==> src/rtl/intrpt_cntrl_mode.sv <==
// intrpt_cntrl_mode: prioritised interrupt controller with edge/level
// sources, APB register port and a single-grant handshake to the core.
module intrpt_cntrl_mode #(
    parameter int NUM_PHES   = 16,
    parameter int PRI_WIDTH  = 4,
    parameter int DATA_WIDTH = 32,
    parameter int ADDR_WIDTH = $clog2(NUM_PHES + 4),
    parameter int ID_WIDTH   = $clog2(NUM_PHES)
) (
    input  logic                  pclk_i,
    input  logic                  prst_i,
    input  logic                  psel_i,
    input  logic                  penable_i,
    input  logic                  pwrite_i,
    input  logic [ADDR_WIDTH-1:0] paddr_i,
    input  logic [DATA_WIDTH-1:0] pwdata_i,
    output logic                  pready_o,
    output logic                  perror_o,
    output logic [DATA_WIDTH-1:0] prdata_o,
    input  logic [NUM_PHES-1:0]   intr_active_i,
    output logic                  intr_valid_o,
    output logic [ID_WIDTH-1:0]   intrt_to_be_serviced_o,
    input  logic                  intrt_serviced_i
);

    localparam logic [ADDR_WIDTH-1:0] A_ENABLE  = ADDR_WIDTH'(NUM_PHES);
    localparam logic [ADDR_WIDTH-1:0] A_MODE    = ADDR_WIDTH'(NUM_PHES + 1);
    localparam logic [ADDR_WIDTH-1:0] A_PENDING = ADDR_WIDTH'(NUM_PHES + 2);
    localparam logic [ADDR_WIDTH-1:0] A_STATUS  = ADDR_WIDTH'(NUM_PHES + 3);

    typedef enum logic [1:0] {
        S_IDLE  = 2'd0,
        S_GRANT = 2'd1,
        S_GAP   = 2'd2
    } state_e;

    state_e                             state_q, state_d;
    logic [ID_WIDTH-1:0]                id_q, id_d;

    logic [NUM_PHES-1:0][PRI_WIDTH-1:0] pri_q, pri_d;
    logic [NUM_PHES-1:0]                enable_q, enable_d;
    logic [NUM_PHES-1:0]                mode_q, mode_d;
    logic [NUM_PHES-1:0]                edge_pend_q, edge_pend_d;
    logic [NUM_PHES-1:0]                sample_q, sample_d;

    logic                               pready_q, pready_d;
    logic                               perror_q, perror_d;
    logic [DATA_WIDTH-1:0]              prdata_q, prdata_d;

    logic                               apb_access;
    logic                               wr_en;
    logic                               rd_en;
    logic                               addr_pri;
    logic                               addr_en;
    logic                               addr_mode;
    logic                               addr_pend;
    logic                               addr_stat;
    logic                               addr_err;
    logic [ID_WIDTH-1:0]                pri_idx;
    logic [DATA_WIDTH-1:0]              rdata;

    logic [NUM_PHES-1:0]                rise;
    logic [NUM_PHES-1:0]                pend_eff;
    logic [NUM_PHES-1:0]                req;
    logic [NUM_PHES-1:0]                wr_clr;
    logic [NUM_PHES-1:0]                ack_clr;

    logic                               win_found;
    logic [ID_WIDTH-1:0]                win_id;
    logic [PRI_WIDTH-1:0]               win_pri;

    logic                               unused_pwdata;

    // Only part of the write bus is meaningful for any register.
    assign unused_pwdata = ^pwdata_i;

    // The access edge is the first access cycle; the pready cycle is not.
    assign apb_access = psel_i & penable_i & ~pready_q;
    assign wr_en      = apb_access & pwrite_i;
    assign rd_en      = apb_access & ~pwrite_i;

    // Word address decode into the register map.
    always_comb begin
        addr_pri  = (paddr_i < A_ENABLE);
        addr_en   = (paddr_i == A_ENABLE);
        addr_mode = (paddr_i == A_MODE);
        addr_pend = (paddr_i == A_PENDING);
        addr_stat = (paddr_i == A_STATUS);
        addr_err  = ~(addr_pri | addr_en | addr_mode | addr_pend | addr_stat);
        pri_idx   = paddr_i[ID_WIDTH-1:0];
    end

    // Edge bits come from the latch, level bits are the live line.
    always_comb begin
        rise     = intr_active_i & ~sample_q;
        pend_eff = (edge_pend_q & mode_q) | (intr_active_i & ~mode_q);
        req      = pend_eff & enable_q;
    end

    // Highest priority wins; strict compare keeps the lowest index on ties.
    always_comb begin
        win_found = 1'b0;
        win_id    = '0;
        win_pri   = '0;
        for (int n = 0; n < NUM_PHES; n++) begin
            if (req[n] && (!win_found || pri_q[n] > win_pri)) begin
                win_found = 1'b1;
                win_id    = ID_WIDTH'(n);
                win_pri   = pri_q[n];
            end
        end
    end

    // Grant FSM state register.
    always_ff @(posedge pclk_i) begin
        if (prst_i) begin
            state_q <= S_IDLE;
            id_q    <= '0;
        end else begin
            state_q <= state_d;
            id_q    <= id_d;
        end
    end

    // Grant FSM next state; the id is latched once and held through GRANT.
    always_comb begin
        state_d = state_q;
        id_d    = id_q;
        ack_clr = '0;
        unique case (state_q)
            S_IDLE: begin
                if (win_found) begin
                    state_d = S_GRANT;
                    id_d    = win_id;
                end
            end
            S_GRANT: begin
                if (intrt_serviced_i) begin
                    state_d      = S_GAP;
                    ack_clr[id_q] = 1'b1;
                end
            end
            S_GAP: begin
                state_d = S_IDLE;
            end
            default: begin
                state_d = S_IDLE;
            end
        endcase
    end

    // Grant FSM outputs.
    always_comb begin
        intr_valid_o           = (state_q == S_GRANT);
        intrt_to_be_serviced_o = id_q;
    end

    // Configuration writes and edge pending update; a new edge beats any clear.
    always_comb begin
        pri_d    = pri_q;
        enable_d = enable_q;
        mode_d   = mode_q;
        wr_clr   = '0;
        if (wr_en) begin
            if (addr_pri) begin
                pri_d[pri_idx] = pwdata_i[PRI_WIDTH-1:0];
            end else if (addr_en) begin
                enable_d = pwdata_i[NUM_PHES-1:0];
            end else if (addr_mode) begin
                mode_d = pwdata_i[NUM_PHES-1:0];
            end else if (addr_pend) begin
                wr_clr = pwdata_i[NUM_PHES-1:0];
            end
        end
        edge_pend_d = (edge_pend_q & ~wr_clr & ~ack_clr) | (rise & mode_q);
        sample_d    = intr_active_i;
    end

    // Read mux; unmapped addresses and unused bits return zero.
    always_comb begin
        rdata = '0;
        if (addr_pri) begin
            rdata[PRI_WIDTH-1:0] = pri_q[pri_idx];
        end else if (addr_en) begin
            rdata[NUM_PHES-1:0] = enable_q;
        end else if (addr_mode) begin
            rdata[NUM_PHES-1:0] = mode_q;
        end else if (addr_pend) begin
            rdata[NUM_PHES-1:0] = pend_eff;
        end else if (addr_stat) begin
            rdata[ID_WIDTH:0] = {state_q == S_GRANT, id_q};
        end
    end

    // APB response is captured at the access edge and shown for one cycle.
    always_comb begin
        pready_d = apb_access;
        perror_d = apb_access & addr_err;
        prdata_d = rd_en ? rdata : '0;
    end

    // Configuration, pending and APB response registers.
    always_ff @(posedge pclk_i) begin
        if (prst_i) begin
            pri_q       <= '0;
            enable_q    <= '0;
            mode_q      <= '0;
            edge_pend_q <= '0;
            sample_q    <= '0;
            pready_q    <= 1'b0;
            perror_q    <= 1'b0;
            prdata_q    <= '0;
        end else begin
            pri_q       <= pri_d;
            enable_q    <= enable_d;
            mode_q      <= mode_d;
            edge_pend_q <= edge_pend_d;
            sample_q    <= sample_d;
            pready_q    <= pready_d;
            perror_q    <= perror_d;
            prdata_q    <= prdata_d;
        end
    end

    assign pready_o = pready_q;
    assign perror_o = perror_q;
    assign prdata_o = prdata_q;

endmodule

==> config.mk <==
export PLATFORM = sky130hd
export DESIGN_NAME = intrpt_cntrl_mode
export DESIGN_NICKNAME = d
export VERILOG_FILES = /design/src/rtl/intrpt_cntrl_mode.sv
export SDC_FILE = /design/constraint.sdc
export NUM_CORES = 1
export LEC_CHECK = 0
export ABC_AREA = 1
export ABC_CLOCK_PERIOD_IN_PS = 26900
export BUFFER_PORTS_ARGS = -buffer_cell sky130_fd_sc_hd__buf_2
export CAP_MARGIN = 20
export CORE_MARGIN = 2
export CORE_UTILIZATION = 40
export DETAILED_ROUTE_END_ITERATION = 7
export GPL_ROUTABILITY_DRIVEN = 0
export GPL_TIMING_DRIVEN = 0
export SETUP_SLACK_MARGIN = 0.15
export SLEW_MARGIN = 15
export SYNTH_ARGS = -nofsm -noshare
export SYNTH_HDL_FRONTEND = slang
export SYNTH_SLANG_ARGS = --single-unit
==> constraint.sdc <==
create_clock -name pclk_i -period 26.9 [get_ports pclk_i]
set_input_delay 0 -clock pclk_i [delete_from_list [all_inputs] [get_ports pclk_i]]
set_output_delay 0 -clock pclk_i [all_outputs]
set_load 0.02 [all_outputs]
### Word level (Yosys, flattened, before mapping)

Index checks and enable logic that the tools add are counted.

| operators by class | value |
|---|---|
| add/sub/neg operators | 0 |
| multipliers | 0 |
| divide/modulo/power cells | 0 |
| order comparisons | 20 |
| equality and inequality tests | 7 |
| shift-type cells | 0 |
| multiplexer cells | 69 |
| bitwise operators | 28 |
| reduce and logical (&&, ||, !) cells | 55 |

Operators with widths:

| kind | count |
|---|---|
| 2-to-1 mux 16 bit | 9 |
| 2-to-1 mux 4 bit | 32 |
| AND 16 bit | 7 |
| bitwise mux 64 bit | 1 |
| NOT 16 bit | 4 |
| > comparator 4 bit | 15 |
| OR 16 bit | 2 |
| equality test 5 bit (second input constant) | 4 |
| 2-to-1 mux 1 bit | 18 |
| logical AND 1 bit | 17 |
| binary-select mux 4 bit (select 4 bit) | 1 |
| demux 4 bit (select 4 bit) | 1 |
| logical NOT 1 bit | 15 |
| logical OR 1 bit | 15 |
| 2-to-1 mux 11 bit | 1 |
| less-than comparator 4 x 5 -> 1 bit (second input constant) | 2 |
| 2-to-1 mux 5 bit | 2 |
| greater-or-equal comparator 4 x 1 -> 1 bit (second input constant) | 2 |
| NOT 1 bit | 6 |
| AND reduction 2 bit | 3 |
| AND 1 bit | 5 |
| less-than comparator 5 bit (second input constant) | 1 |
| demux 1 bit (select 4 bit) | 1 |
| 2-to-1 mux 2 bit | 2 |
| other kinds (10) | 13 |

| storage, ports and cells | value |
|---|---|
| bits in registers | 168 |
| bits in latches | 0 |
| memory bits (writable) | 0 |
| ROM bits | 0 |
| output and inout bits | 39 |
| word-level logic and storage cells | 206 |
| memories kept | 0 |

### Logic depth before layout (Yosys ltp)

Gate-level depths: netlist of run 1.

| logic depth | value |
|---|---|
| word-level depth | 67 |
| gate-level depth with buffers | 168 |

### Worst setup path after synthesis of run 1

OpenSTA, ideal clock, no wires.

| path | value |
|---|---|
| path type | register -> register |
| start | register mode_q[0] |
| end | register id_q[3] (netlist: intrt_to_be_serviced_o[3]) |
| data arrival time | 15.723 ns |
| required time | 26.791 ns |
| slack | 11.068 ns |
| cell stages (with the launch flop) | 160 |
| clock period less this slack | 15.832 ns |
| path through | dfxtp_1 > o21ai_1 > nor2_2 > nand2_1 > ha_1 > nand2_1 > inv_1 > nand2_1 > nand2_1 > nand2_1 > nand2_1 > nand2_1 > o21ai_0 > ha_1 > inv_1 > nor2_1 > o21ai_0 > nand2_1 > [... 124 more ...] > nand2_1 > nand3_1 > o21ai_1 > ha_1 > inv_1 > nor2_1 > o21bai_1 > nand2_1 > o21ai_0 > nand2_1 > nand2_1 > nand2_1 > inv_1 > nand2_1 > nor2_1 > nand3_1 > nand2_1 > inv_1 |

| on the way | value |
|---|---|
| cells in the longest elaborated chain, start to end | 66 |
| elaborated cells on any way between the ends | 110 |

RTL lines:

| element | RTL line | text |
|---|---|---|
| from (decl) | 42 | `logic [NUM_PHES-1:0] mode_q, mode_d;` |
| from (signal assigned) | 216 | `mode_q <= mode_d;` |
| NOT 16 bit | 96 | `pend_eff = (edge_pend_q & mode_q) \| (intr_active_i & ~mode_q);` |
| AND 16 bit | 96 |  |
| OR 16 bit * | 96 |  |
| AND 16 bit * | 97 | `req = pend_eff & enable_q;` |
| 2-to-1 mux 4 bit / 2-to-1 mux 1 bit (equally long branches) | 106 | `if (req[n] && (!win_found \|\| pri_q[n] > win_pri)) begin` |
| > comparator 4 bit / logical NOT 1 bit (equally long branches) | 106 |  |
| logical OR 1 bit | 106 |  |
| logical AND 1 bit | 106 |  |
| [... 50 more ...] | -- |  |
| logical OR 1 bit | 106 |  |
| logical AND 1 bit | 106 |  |
| 2-to-1 mux 4 bit / 2-to-1 mux 1 bit (equally long branches) | 106 |  |
| > comparator 4 bit / logical NOT 1 bit (equally long branches) | 106 |  |
| logical OR 1 bit | 106 |  |
| logical AND 1 bit | 106 |  |
| 2-to-1 mux 1 bit | 106 |  |
| AND reduction 2 bit (no source line) | -- |  |
| to (signal assigned) | 121 | `id_q <= id_d;` |
| to (decl) | 38 | `logic [ID_WIDTH-1:0] id_q, id_d;` |

Every way passes the cells marked *; elsewhere a longest branch is shown, timed or not.
A chain may end at the register's enable or synchronous reset.

### Worst setup path in the final report of run 1

Same ends and word-level chain as after synthesis.

==> flow_metrics.py, run 1 <==
metrics = {
    "run_status": {
        "run_status": "completed",
    },
    "die": {
        "chipHeight_um": 154,
        "num_io_pins": 98,
        "die_width_um": 154,
        "fp-row-count": 54,
        "area_of_the_core_region_um2": 22000,
        "start_util_pct": 41.1,
        "floorplan_die_area_um2": 23800,
    },
    "synth": {
        "synth_edf_count": 0,
        "syn_area_per_cell_um2": 6.79,
        "synth_async_sr_flop_share_pct": 0,
        "post_synth_inst_count": 1329,
        "synth_cell_types": 43,
        "synth_top_cell_area_share_pct": 33.7,
        "ys_seq_elements": 152,
        "synth.top_cells.by_area": "sky130_fd_sc_hd__dfxtp_1 34%, sky130_fd_sc_hd__nand2_1 9.0%, sky130_fd_sc_hd__o21ai_0 9.0%, sky130_fd_sc_hd__inv_1 7.4%, sky130_fd_sc_hd__ha_1 7.2%",
        "synth_largest_area_cell": "sky130_fd_sc_hd__dfxtp_1",
        "seq_area_frac_synth_pct": 33.7,
        "synth.cells.most_frequent": "217 x sky130_fd_sc_hd__nand2_1, 177 x sky130_fd_sc_hd__inv_1, 162 x sky130_fd_sc_hd__o21ai_0",
        "yosys_warnings": 0,
        "synth_top_flop_cell": "sky130_fd_sc_hd__dfxtp_1",
        "yosysMostFrequentCell": "sky130_fd_sc_hd__nand2_1",
        "netlist_area_um2": 9020,
    },
    "timing": {
        "relSlewSlack_pct": 43.4,
        "slew_viols_final": 0,
        "fin_ws_ns": 8.50,
        "worst-slew-pin-transition_ns": 0.842,
        "fin_hold_ws_ns": 0.0429,
        "timing.setup.tns_ns": 0,
        "timing.clock.skew_ns": 0.00660,
        "post-route-period-util_pct": 68.4,
        "final_hold_viol_count": 0,
        "finalWorstPathRequiredPeriod_ns": 18.40,
        "rsz_0062_raised_after_global_routing": "false",
        "setup_viol": 0,
        "maxClockFrequency_mhz": 54.3,
    },
    "clock_network": {
        "max_h_tree_level": 4,
        "cts_max_path_buffers": 2,
        "postCtsSetupRepairBufs": 0,
        "worst_setup_hold_path_clk_slew_ns": 0.07,
        "cts_made_buffers": 17,
        "clk-insertion-delay-late_ns": 0.43,
        "clock_sink_count": 152,
        "cts_tree": "built",
        "clk_root_buffer_cell": "sky130_fd_sc_hd__clkbuf_16",
        "cts-hold-fix-buffers": 35,
        "ctsResizeCount": 0,
    },
    "power_and_ir_drop": {
        "power.static_leakage_nw": 4.72,
        "p_per_area_nw_per_um2": 48.4,
        "fin_total_pwr_mw": 0.517,
        "vdd.ir_drop.worst_mv": 0.0361,
    },
    "drt": {
        "avgRoutedWirePerCell_um": 16.8,
        "routed-via-count": 9330,
        "remaining_drc_errors": 0,
        "detailedRoute.firstIterationViolations": 953,
        "antenna_left": 0,
        "via_per_inst": 5.31,
        "drt-total-wl_mm": 29.6,
        "first_pass_iters": 6,
    },
    "global_routing": {
        "global_route.usage.met3_pct": 4.54,
        "globalRoute.busiestLayer": "met2",
        "grtUsageMet2_pct": 39.4,
        "grt_antenna_before_repair": 0,
        "wire_length_of_the_first_global_routing_pass_mm": 46.4,
        "grt_start_max_net_pins": 17,
        "track_usage_pct": 25.0,
        "grt.overflow.total": 0,
        "global_route.usage.met1_pct": 34.2,
        "first_global_vias": 8748,
    },
    "min_path": {
        "hold_path_class": "in -> reg",
        "worstHoldStart": "penable_i",
    },
    "setup_path": {
        "arrival_ns": 18.73,
        "cp_max_fo": 10,
        "critical_path.slowest_cell": "sky130_fd_sc_hd__dfxtp_1",
        "rr_startpoint": "mode_q[0]",
        "launching_instance_or_port_of_the_critical_path": "mode_q[0]",
        "start_kind": "register",
        "crit_top_cell": "sky130_fd_sc_hd__nand2_1",
        "required_ns": 27.23,
        "worst_setup_path_end_kind": "register",
        "critPathMaxStageDelay_ns": 0.41,
        "setup_crit_path_kind": "reg -> reg",
    },
    "cells_and_area": {
        "area_growth_syn_to_layout_pct": 18.5,
        "n_antenna_cell": 0,
        "drive_above_1_share_pct": 11.0,
        "finish.net_count": 1574,
        "layout.cells.non_filler": 1756,
    },
    "run": {
        "drv_cap": 0,
    },
    "placement": {
        "post_placement_setup_slack_ns": 8.58,
        "place.detailed.hpwl_mm": 22.3,
        "placedCellCount": 1689,
        "place.port_buffers": 65,
    },
}
==> placed cells by master (no fill, tap or decap), types with 19 or more instances in the layout <==
cell type,count
sky130_fd_sc_hd__clkbuf_1,32
sky130_fd_sc_hd__nand2_2,26
sky130_fd_sc_hd__inv_1,177
sky130_fd_sc_hd__ha_1,52
sky130_fd_sc_hd__nand4_1,19
sky130_fd_sc_hd__nor2_1,117
sky130_fd_sc_hd__nand3_1,85
sky130_fd_sc_hd__nand2_1,217
sky130_fd_sc_hd__buf_2,66
sky130_fd_sc_hd__a21oi_1,129
sky130_fd_sc_hd__dfxtp_1,152
sky130_fd_sc_hd__dlygate4sd3_1,35
sky130_fd_sc_hd__o21ai_0,162
==> worst max-delay path, delay by kind of cell (launching register included) <==
kind	cells	cell delay, ns
AO/OA/AOI/OAI	32	4.05
adder cells (fa/ha/maj)	15	4.59
buffers and inverters	20	1.77
flip-flops	1	0.41
AND/OR/NAND/NOR	91	7.46
==> path summary, 6_finish.rpt <==
path	endpoint	slack (ns)	depth (start not counted)
min reg2reg	edge_pend_q[5]	0.46	2
max reg2reg	intrt_to_be_serviced_o[3]	8.50	158
min	pready_o	0.04	5
max	intrt_to_be_serviced_o[3]	8.50	158
==> sequential cells by signal, indices dropped and copies added (netlist names) <==
name / count
sample_q: 16
perror_o: 1
edge_pend_q: 16
pready_o: 1
prdata_o: 16
mode_q: 16
state_q: 2
pri_q: 64
intrt_to_be_serviced_o: 4
enable_q: 16
==> area by class of cell <==
class / instances / area [µm²]
buffer: 57 / 313
clock inverter: 15 / 163
fill: 2283 / 11300
sequential: 152 / 3040
clock buffer: 17 / 425
multi-input combinational: 947 / 5020
inverter: 188 / 706
tap: 280 / 350
timing repair buffer: 100 / 676
==> power by group <==
group	switching [mW]	total [mW]	internal (mW)
sequential	0.00131	0.229	0.227
combinational	0.0278	0.0426	0.0147
clock	0.108	0.246	0.139
==> metal layers <==
metal	up-vias	share of wire, %
met1	4251	46
met4	0	2.9
met2	313	44
li1	4720	-
met5	-	0
met3	46	6.5
==> logic make-up (layout without fill, tap and decap cells) <==
kind of cell | Yosys count | count (layout) | synth area share, %
and+or+nand+nor | 491 | 491 | 23.9
adders and majority gates | 52 | 52 | 7.21
DFF | 152 | 152 | 33.7
other | 1 | 16 | 0.0416
AOI/OAI and AO/OA | 388 | 388 | 23.8
buffers and inverters | 245 | 377 | 11.3
==> stage by stage <==
step	cell area, µm²	utilization [%]
after floorplan	9080	-
after global placement	9750	44.4
after detailed placement	9750	44.4
after CTS	10700	48.7
final	10700	48.7
after global routing	10700	48.7
Power figures use the tool's default switching activity.
==> run 2: changes to the inputs <==
Settings changed: ABC_CLOCK_PERIOD_IN_PS 26900 to 19200.
Clock period 26.9 ns to 19.2 ns, I/O delays scaled along.
==> flow_metrics.py, run 2 (synthesis results as in run 1) <==
metrics = {
    "run_status": {
        "run_status": "completed",
    },
    "die": {
        "chipHeight_um": 154,
        "start_util_pct": 41.1,
        "floorplan_die_area_um2": 23800,
        "area_of_the_core_region_um2": 22000,
        "num_io_pins": 98,
        "die_width_um": 154,
        "fp-row-count": 54,
    },
    "clock_network": {
        "worst_setup_hold_path_clk_slew_ns": 0.06,
        "clk_root_buffer_cell": "sky130_fd_sc_hd__clkbuf_16",
        "cts_made_buffers": 17,
        "cts_max_path_buffers": 2,
        "cts_tree": "built",
        "max_h_tree_level": 4,
        "clock_sink_count": 152,
        "clk-insertion-delay-late_ns": 0.44,
    },
    "global_routing": {
        "track_usage_pct": 25.0,
        "grt_start_max_net_pins": 17,
        "grt.overflow.total": 0,
        "first_global_vias": 8748,
        "wire_length_of_the_first_global_routing_pass_mm": 46.4,
        "grt_antenna_before_repair": 0,
    },
    "drt": {
        "routed-via-count": 9425,
        "avgRoutedWirePerCell_um": 16.9,
        "first_pass_iters": 5,
        "remaining_drc_errors": 0,
        "detailedRoute.firstIterationViolations": 738,
        "antenna_left": 0,
        "drt-total-wl_mm": 29.8,
        "via_per_inst": 5.34,
    },
    "placement": {
        "post_placement_setup_slack_ns": 0.884,
        "post_dp_cell_area_um2": 9750,
        "place.detailed.hpwl_mm": 22.3,
        "place.port_buffers": 65,
        "placedCellCount": 1689,
    },
    "power_and_ir_drop": {
        "fin_total_pwr_mw": 0.726,
        "vdd.ir_drop.worst_mv": 0.0513,
        "p_per_area_nw_per_um2": 66.8,
        "power.static_leakage_nw": 4.78,
    },
    "min_path": {
        "hold_path_class": "in -> reg",
    },
    "cells_and_area": {
        "area_growth_syn_to_layout_pct": 20.4,
        "nFillCells": 2264,
        "registers.top_by_ff_count": "pri_q",
        "drive_above_1_share_pct": 13.3,
        "largest_reg_flops": 64,
        "layout.cells.non_filler": 1764,
        "register_area_um2": 3040,
        "n_antenna_cell": 0,
        "multi_input_area_um2": 5140,
        "layout_common_cells": "208 x sky130_fd_sc_hd__nand2_1, 175 x sky130_fd_sc_hd__inv_1, 151 x sky130_fd_sc_hd__dfxtp_1",
        "finish.net_count": 1582,
        "final_common_cell": "sky130_fd_sc_hd__nand2_1",
        "finished_layout_cell_area_um2": 10900,
    },
    "run": {
        "drv_cap": 0,
    },
    "timing": {
        "timing.setup.tns_ns": 0,
        "worst-slew-pin-transition_ns": 0.889,
        "final_hold_viol_count": 0,
        "maxClockFrequency_mhz": 57.7,
        "rsz_0062_raised_after_global_routing": "false",
        "timing.clock.skew_ns": 0.00733,
        "post-route-period-util_pct": 90.2,
        "relSlewSlack_pct": 40.3,
        "setup_viol": 0,
        "slew_viols_final": 0,
        "finalWorstPathRequiredPeriod_ns": 17.32,
        "fin_ws_ns": 1.88,
    },
    "setup_path": {
        "setup_crit_path_kind": "reg -> reg",
        "required_ns": 19.53,
        "crit_top_cell": "sky130_fd_sc_hd__nand2_1",
        "cp_max_fo": 10,
        "arrival_ns": 17.65,
        "critical_path.slowest_cell": "sky130_fd_sc_hd__dfxtp_2",
        "start_kind": "register",
        "worst_setup_path_end_kind": "register",
        "critPathMaxStageDelay_ns": 0.35,
    },
}
-- run 2: cell types whose count changed in the layout (fill, tap and decap cells not counted), sizes merged --
| cell | before | now |
|---|---|---|
| nand2 | 248 | 250 |
| buf | 90 | 96 |
-- run 2: worst paths after layout --
path,startpoint,cells past startpoint,slack [ns],to
worst max-delay path,mode_q[0],156,1.88,intrt_to_be_serviced_o[3]
worst min-delay path,penable_i,5,0.05,pready_o
worst max register to register,mode_q[0],156,1.88,intrt_to_be_serviced_o[3]
worst min register to register,mode_q[5],2,0.46,edge_pend_q[5]
-- run 2: worst max-delay path: cells and delay by family (launching register included) --
| family | cells | cell delay [ns] |
|---|---|---|
| AND/OR/NAND/NOR | 90 | 7.38 |
| AO/OA/AOI/OAI | 31 | 3.41 |
| buffers and inverters | 20 | 1.60 |
| adder cells (fa/ha/maj) | 15 | 4.43 |
| flip-flops | 1 | 0.35 |
-- run 2: timing repair --
action                                  in CTS  in global routing
hold buffers                                35                  0
endpoints found under the hold margin       68                  0
gates resized for setup                      0                 55
buffers inserted                             0                  6
endpoints found under the setup margin       0                  4
-- run 2: metal layers --
| metal | vias up | GRT usage (%) | share of wire, % |
|---|---|---|---|
| met5 | - | 0 | 0 |
| met3 | 51 | 4.54 | 6.9 |
| met4 | 0 | 9.17 | 3.0 |
| met1 | 4326 | 34.2 | 46 |
| met2 | 319 | 39.4 | 44 |
| li1 | 4729 | - | - |
-- run 2: area by class of cell --
type | instances | area share [%]
flip-flops and latches | 152 | 28.0
clock inverters | 15 | 1.50
inverters | 188 | 6.52
repair buffers | 106 | 6.63
plain buffers | 57 | 2.94
well taps | 280 | 3.22
clock buffers | 17 | 3.91
multi-input cells | 949 | 47.3
-- run 2: power by group --
part	internal, mW	switching (mW)	leakage [nW]
Clock	0.194	0.151	0.287
Sequential	0.318	0.00184	1.23
Combinational	0.0209	0.0396	3.27
-- run 2: per-stage QoR --
step	hold slack [ns]	utilization (%)
after detailed placement	0.234	44.4
after CTS	0.0289	48.7
after global placement	0.229	44.4
after global routing	0.0880	49.5
final	0.0513	49.5
after floorplan	0.0841	-
